## src/rtl/mips_prog_loader.sv

```systemverilog
// Boot loader: receives a framed byte stream, writes big-endian words to instruction
// memory from address 0, and releases the CPU once the frame checksum matches.
//
// state   | meaning
// IDLE    | waiting for sync byte 0xA5, all other bytes dropped
// LEN_HI  | next byte is N[15:8]
// LEN_LO  | next byte is N[7:0]; oversize N rejects, N=0 skips payload
// DATA    | assembling payload words, one write per 4 bytes
// CHK     | next byte is the XOR of all payload bytes
// DONE    | frame accepted, CPU released; 0xA5 starts a new frame
// ERROR   | frame rejected, CPU held; 0xA5 starts a new frame
module mips_prog_loader #(
  parameter int ADDR_W = 10
) (
  input  logic              clk1,
  input  logic              rst,
  input  logic              rx_valid,
  input  logic [7:0]        rx_data,
  output logic              rx_ready,
  output logic              mem_we,
  output logic [ADDR_W-1:0] mem_addr,
  output logic [31:0]       mem_wdata,
  output logic              cpu_hold,
  output logic              cpu_start,
  output logic              busy,
  output logic              done,
  output logic              err,
  output logic [15:0]       word_count
);

  typedef enum logic [2:0] {
    S_IDLE, S_LEN_HI, S_LEN_LO, S_DATA, S_CHK, S_DONE, S_ERROR
  } state_t;

  localparam logic [16:0] MAX_N = 17'(1) << ADDR_W;

  state_t state, state_nxt;
  logic [15:0]       len;
  logic [15:0]       n_full;
  logic [ADDR_W-1:0] addr_cnt;
  logic [7:0]        csum;
  logic [1:0]        byte_cnt;
  logic [23:0]       shift;
  logic              accept;
  logic              sync;
  logic              last_word;

  assign rx_ready  = !rst && !mem_we;
  assign accept    = rx_valid && rx_ready;
  assign n_full    = {len[15:8], rx_data};
  assign last_word = (word_count == len - 16'd1);
  assign sync      = accept && (rx_data == 8'hA5) &&
                     (state == S_IDLE || state == S_DONE || state == S_ERROR);

  assign cpu_hold = (state != S_DONE);
  assign busy     = (state == S_LEN_HI) || (state == S_LEN_LO) ||
                    (state == S_DATA)   || (state == S_CHK);
  assign done     = (state == S_DONE);
  assign err      = (state == S_ERROR);

  always_ff @(posedge clk1) begin
    if (rst) state <= S_IDLE;
    else     state <= state_nxt;
  end

  always_comb begin
    state_nxt = state;
    if (accept) begin
      case (state)
        S_IDLE, S_DONE, S_ERROR: if (rx_data == 8'hA5) state_nxt = S_LEN_HI;
        S_LEN_HI: state_nxt = S_LEN_LO;
        S_LEN_LO: begin
          if ({1'b0, n_full} > MAX_N) state_nxt = S_ERROR;
          else if (n_full == 16'd0)   state_nxt = S_CHK;
          else                        state_nxt = S_DATA;
        end
        S_DATA:   if (byte_cnt == 2'd3 && last_word) state_nxt = S_CHK;
        S_CHK:    state_nxt = (rx_data == csum) ? S_DONE : S_ERROR;
        default:  state_nxt = S_IDLE;
      endcase
    end
  end

  always_ff @(posedge clk1) begin
    if (rst) begin
      len        <= '0;
      addr_cnt   <= '0;
      csum       <= '0;
      byte_cnt   <= '0;
      shift      <= '0;
      word_count <= '0;
      mem_we     <= 1'b0;
      mem_addr   <= '0;
      mem_wdata  <= '0;
      cpu_start  <= 1'b0;
    end else begin
      mem_we    <= 1'b0;
      cpu_start <= 1'b0;
      if (sync) begin
        len        <= '0;
        addr_cnt   <= '0;
        csum       <= '0;
        byte_cnt   <= '0;
        word_count <= '0;
      end
      if (accept) begin
        case (state)
          S_LEN_HI: len[15:8] <= rx_data;
          S_LEN_LO: len[7:0]  <= rx_data;
          S_DATA: begin
            csum     <= csum ^ rx_data;
            byte_cnt <= byte_cnt + 2'd1;
            shift    <= {shift[15:0], rx_data};
            // fourth byte completes the word; write goes out next cycle
            if (byte_cnt == 2'd3) begin
              mem_we     <= 1'b1;
              mem_addr   <= addr_cnt;
              mem_wdata  <= {shift, rx_data};
              addr_cnt   <= addr_cnt + ADDR_W'(1);
              word_count <= word_count + 16'd1;
            end
          end
          S_CHK:   cpu_start <= (rx_data == csum);
          default: ;
        endcase
      end
    end
  end

endmodule

```

## config.mk

```make
export PLATFORM = sky130hd
export DESIGN_NAME = mips_prog_loader
export DESIGN_NICKNAME = d
export VERILOG_FILES = /design/src/rtl/mips_prog_loader.sv
export SDC_FILE = /design/constraint.sdc
export NUM_CORES = 1
export LEC_CHECK = 0
export ABC_CLOCK_PERIOD_IN_PS = 2600
export BUFFER_PORTS_ARGS = -buffer_cell sky130_fd_sc_hd__buf_2
export CAP_MARGIN = 20
export CORE_ASPECT_RATIO = 0.5
export CORE_MARGIN = 2
export CORE_UTILIZATION = 40
export DETAILED_ROUTE_END_ITERATION = 8
export SYNTH_ARGS = -nofsm -noshare
export SYNTH_HDL_FRONTEND = slang
export SYNTH_SLANG_ARGS = --single-unit
```

## constraint.sdc

```tcl
create_clock -name clk1 -period 2.6 [get_ports clk1]
set_input_delay 0.26 -clock clk1 [delete_from_list [all_inputs] [get_ports clk1]]
set_output_delay 0.26 -clock clk1 [all_outputs]
set_load 0.03 [all_outputs]
```

Word level (Yosys, flattened, before mapping)
Index checks and enable logic that the tools add are counted.
- bits in registers: 123
- latch bits: 0
- bits in writable memories: 0
- ROM bits: 0
- output and inout bits: 65
- logic and storage cells: 78
- memories kept: 0
- add/subtract/negate cells: 4
- multipliers: 0
- divide/modulo/power cells: 0
- $lt $le $gt $ge: 1
- equality and inequality tests: 13
- shift-type cells: 0
- mux-type cells: 25
- bitwise operators: 4
- reduce and logical (&&, ||, !) cells: 20
- operators with widths (kind ; number):
    $mux 16 ; 6
    $mux 10 ; 4
    $mux 8 ; 5
    $add 16x1->16 const B ; 1
    $eq 16x16->1 ; 1
    $gt 16x11->1 const B ; 1
    $logic_not 16->1 ; 1
    $sub 16x1->16 const B ; 1
    $pmux 3 s5 ; 1
    $mux 3 ; 4
    $add 10x1->10 const B ; 1
    $eq 3x3->1 const B ; 3
    $reduce_or 3->1 ; 3
    $eq 8x8->1 ; 1
    $eq 8x8->1 const B ; 1
    $mux 2 ; 4
    $xor 8x8->8 ; 1
    $eq 3x2->1 const B ; 2
    $reduce_and 3->1 ; 2
    $logic_and 1x1->1 ; 5
    $logic_or 1x1->1 ; 5
    $eq 3x1->1 const B ; 1
    $logic_not 3->1 ; 1
    $ne 3x3->1 const B ; 1
    8 further kinds ; 11

Logic depth before layout (Yosys ltp)
- depth after elaboration: 9
- depth in mapped cells: 12

Least setup slack after synthesis
Ideal clock, no wire load.
- path type: reg2reg
- start: register mem_we
- end: register word_count[12]
- library setup time: 0.128 ns
- arrival: 2.404 ns
- required time: 2.472 ns
- setup slack: 0.068 ns
- cell stages (with the launch flop): 13
- buffers on the path: 2
- path through: dfxtp_1 -> nor2_1 -> and2_1 -> buf_2 -> and3_1 -> buf_2 -> nand2_2 -> inv_2 -> and4_1 -> and2_1 -> nand4_1 -> xnor2_1 -> nor2_1
- cells in the longest elaborated chain, start to end: 9
- ends and longest elaborated chain (element ; line ; text):
    start, declared ; 20 ; output logic mem_we,
    start signal, assigned ; 92 ; mem_we <= 1'b0;
    start signal, assigned ; 97 ; mem_we <= 1'b0;
    start signal, assigned ; 116 ; mem_we <= 1'b1;
    $logic_not 1->1 * ; 48 ; assign rx_ready = !rst && !mem_we;
    $logic_and 1x1->1 * ; 48 ;
    net rx_ready ; 19 ; output logic rx_ready,
    $logic_and 1x1->1 * ; 49 ; assign accept = rx_valid && rx_ready;
    $logic_and 1x1->1 (2 in a row) ; 52 ; assign sync = accept && (rx_data == 8'hA5) &&
    $mux 16 ; 99 ; if (sync) begin
    $mux 16 ; 115 ; if (byte_cnt == 2'd3) begin
    $mux 16 ; 107 ; case (state)
    $mux 16 * ; 106 ; if (accept) begin
    end signal, assigned ; 120 ; word_count <= word_count + 16'd1;
    end, declared ; 28 ; output logic [15:0] word_count
Mark *: on every way through the listed nets, which the timed path passes. The rest lies on a longest branch.
A chain may end at the register's enable or synchronous reset.

Final worst setup path
- start: register len[0]
- end: register state[1]
- cells in the longest elaborated chain, start to end: 5
- ends and longest elaborated chain (element ; line ; text):
    start, declared ; 38 ; logic [15:0] len;
    start signal, assigned ; 109 ; S_LEN_LO: len[7:0] <= rx_data;
    $sub 16x1->16 ; 51 ; assign last_word = (word_count == len - 16'd1);
    $eq 16x16->1 ; 51 ;
    $logic_and 1x1->1 ; 77 ; S_DATA: if (byte_cnt == 2'd3 && last_word) state_nxt = S_CHK;
    $ne 2x1->1 (no line) ; -- ;
    $reduce_and 3->1 (no line) ; -- ;
    end signal, assigned ; 63 ; else state <= state_nxt;
    end, declared ; 37 ; state_t state, state_nxt;
No other way between the ends.

==> flow_summary.yaml <==
timing:
  timing.final.crit_share_pct: 93.3
  hold_ws_ns: 0.0830
  worstMarginPinSlew_ns: 1.03
  setup_viol: 0
  slew_headroom_pct: 31.5
  finalSetupTns_ns: 0
  max_freq_mhz: 412
  fin_crit_ns: 2.43
  slew_violations: 0
  finalClockSkew_ns: 0.00778
  hold_viol_final: 0
routing:
  firstDrtPassIters: 5
  final_antenna_net_count: 0
  viasPerCell: 5.22
  routedWlPerCell_um: 14.9
  via_count: 5040
  drtIter0Drc: 389
  wl_um: 14400
  drc_errors: 0
yosys:
  ys_ff_latch: 123
  syn_nets: 728
  synth_warnings: 0
  synth-seq-area-share_pct: 44.6
  synth-main-ff-cell: "dfxtp_1"
  synth_edf_count: 0
  avgSynthCellArea_sq_um: 7.74
  synthTopCellsByArea: "dfxtp_1 45%, nand2_1 12%, a21oi_1 9.9%"
  yosysUniqueCellTypes: 54
  syn_area_sq_um: 5520
  async_flop_share_pct: 0
  syn_inst: 713
  synth_top_area_share_pct: 44.6
  synth_top_area_cell: "dfxtp_1"
finish:
  post-route-util_pct: 49.3
  layout_commonest_cell: "nand2_1"
  fin_nets: 791
  nFillCells: 1350
  mostFrequentLayoutCells: "180 x nand2_1, 123 x dfxtp_1, 109 x a21oi_1"
  syn2layout_area_growth_pct: 20.6
  fin_area_sq_um: 6660
  num_antenna_cells: 0
  final_layout_size_suffix_gt1_share_pct: 17.4
grt:
  grt_pass1_vias: 4620
  grt_pass1_wl_um: 23500
  antenna_found_initial: 0
  grt_usage_pct: 20.2
  grt_max_degree: 96
  grt_overflow: 0
floorplan:
  die_h_um: 87.1
  core-area_sq_um: 13500
  dieArea_sq_um: 14800
  ios: 76
  start_util_pct: 40.9
  die_w_um: 170
  rows: 30
clock_tree:
  clk_pin_slew_ns: 0.06
  cts_tree: "yes"
  root_buffer: "clkbuf_16"
  cts.sinks: 123
  insertion_delay_ns: 0.42
  numCtsBuffers: 17
  clockBufferDepth: 2
  cts_hold_buf: 0
  h-tree-depth: 4
setup_path:
  cp-end-kind: "flop"
  crit_type: "flop to flop"
  start_kind: "flop"
  r2r_end: "state[1]"
  cp.required_ns: 2.91
  cp_cell_sequence: "inv_1 > ha_1 > nor3b_4 > a31oi_1 > a2111oi_0 > nand4_1 > and4bb_1 > a31oi_1 > o21a_1"
  crit_arrival_ns: 2.74
  crit_top_cell: "a31oi_1"
  path_max_fanout: 6
  r2r_slack_ns: 0.17
  slowest_delay_ns: 0.42
  slowest_stage: "a2111oi_0"
  rr_worst_depth: 9
  reg2reg_from: "len[0]"
hold_path:
  min-delay-start: "rst"
  hold_depth: 2
  worstHoldEndpoint: "word_count[9]"
  min_path_type: "input pin to flop"
placed_design:
  dpl_cell_area_sq_um: 6040
  gp_congestion: 0.883
  numPortBuffers: 75
  dp_hpwl_um: 9530
pwr:
  leakagePower_uw: 0.00263
  total_power_uw: 4300
  peakVddDrop_uv: 350
  power.density_nw_per_um2: 646
job:
  drv_cap: 0
outcome:
  status: "completed"
==> synthesized netlist by cell type, drive strengths merged, types with 10 or more instances <==
master,n
a21oi,109
xor2,26
nand2,181
and3,10
nand4,13
nand3,28
nor2,51
o21ai,18
clkbuf,30
xnor2,17
inv,12
dfxtp,123
buf,18
==> critical path, delay by kind of cell, from the launching register on <==
kind,cells,cell delay (ns)
buf+inv,1,0.09
simple gates,3,0.76
fa+ha+maj,1,0.20
flops,1,0.39
compound gates,4,0.89
==> cell families (layout without fill, tap and decap cells) <==
| group | Yosys count | in the layout | synth area share (%) |
|---|---|---|---|
| AO/OA/AOI/OAI | 145 | 145 | 14.1 |
| flip-flops | 123 | 123 | 44.6 |
| adder cells (fa/ha/maj) | 4 | 4 | 0.906 |
| buffers and inverters | 60 | 135 | 4.37 |
| multiplexers | 11 | 11 | 2.08 |
| AND/OR/NAND/NOR | 327 | 328 | 27.1 |
| XOR/XNOR | 43 | 43 | 6.82 |
==> flip-flops by register name, summed over array words and instances (netlist names), 3 cells and up <==
signal and count:
addr_cnt 10, csum 8, len 16, mem_addr 10, mem_wdata 32, shift 24, state 3, word_count 16
==> timing repair <==
action	4_1_cts	5_1_grt
resized for setup	0	3
setup endpoints to repair	0	3
buffers inserted	0	1
==> worst max path at each step <==
stage | start | end | slack, ns | depth (start not counted)
floorplan | mem_we | word_count[12] | 0.07 | 12
global placement | len[0] | state[2] | 0.15 | 9
detailed placement | len[0] | state[0] | 0.06 | 9
CTS | len[0] | state[2] | 0.07 | 9
global route | len[0] | state[2] | -0.004 | 9
finish | len[0] | state[1] | 0.17 | 9
==> layout make-up <==
class                   instances  area (sq um)  share of cell area (%)
multi-input cells             531          2850                    42.8
flip-flops and latches        123          2460                    37.0
repair buffers                 91           498                    7.48
clock buffers                  17           425                    6.39
well taps                     176           220                    3.31
clock inverters                15           156                    2.35
inverters                      12          45.0                   0.677
==> per-layer routing <==
metal | vias up | part of all wire [%] | GRT usage, % | wire length, um
met5 | - | 0 | 0 | 0
met4 | 0 | 0.65 | 6.22 | 93
met3 | 9 | 5.1 | 4.36 | 728
met2 | 121 | 43 | 30.6 | 6150
met1 | 2361 | 52 | 28.9 | 7420
li1 | 2549 | - | - | -
==> metrics by stage <==
| step | setup slack [ns] | cells |
|---|---|---|
| after detailed placement | 0.0629 | 931 |
| after floorplan | 0.0680 | 713 |
| after CTS | 0.0667 | 963 |
| after global routing | -0.00396 | 965 |
| final | 0.174 | 965 |
| after global placement | 0.153 | 931 |
==> power by group <==
| part | switching (uW) | internal, uW | total, uW | leakage (uW) |
|---|---|---|---|---|
| Combinational | 64.3 | 20.5 | 84.8 | 0.00137 |
| Sequential | 0.629 | 1880 | 1890 | 0.000990 |
| Clock | 982 | 1350 | 2330 | 0.000277 |
| Total | 1050 | 3260 | 4300 | 0.00263 |
(Power assumes the default switching activity.)
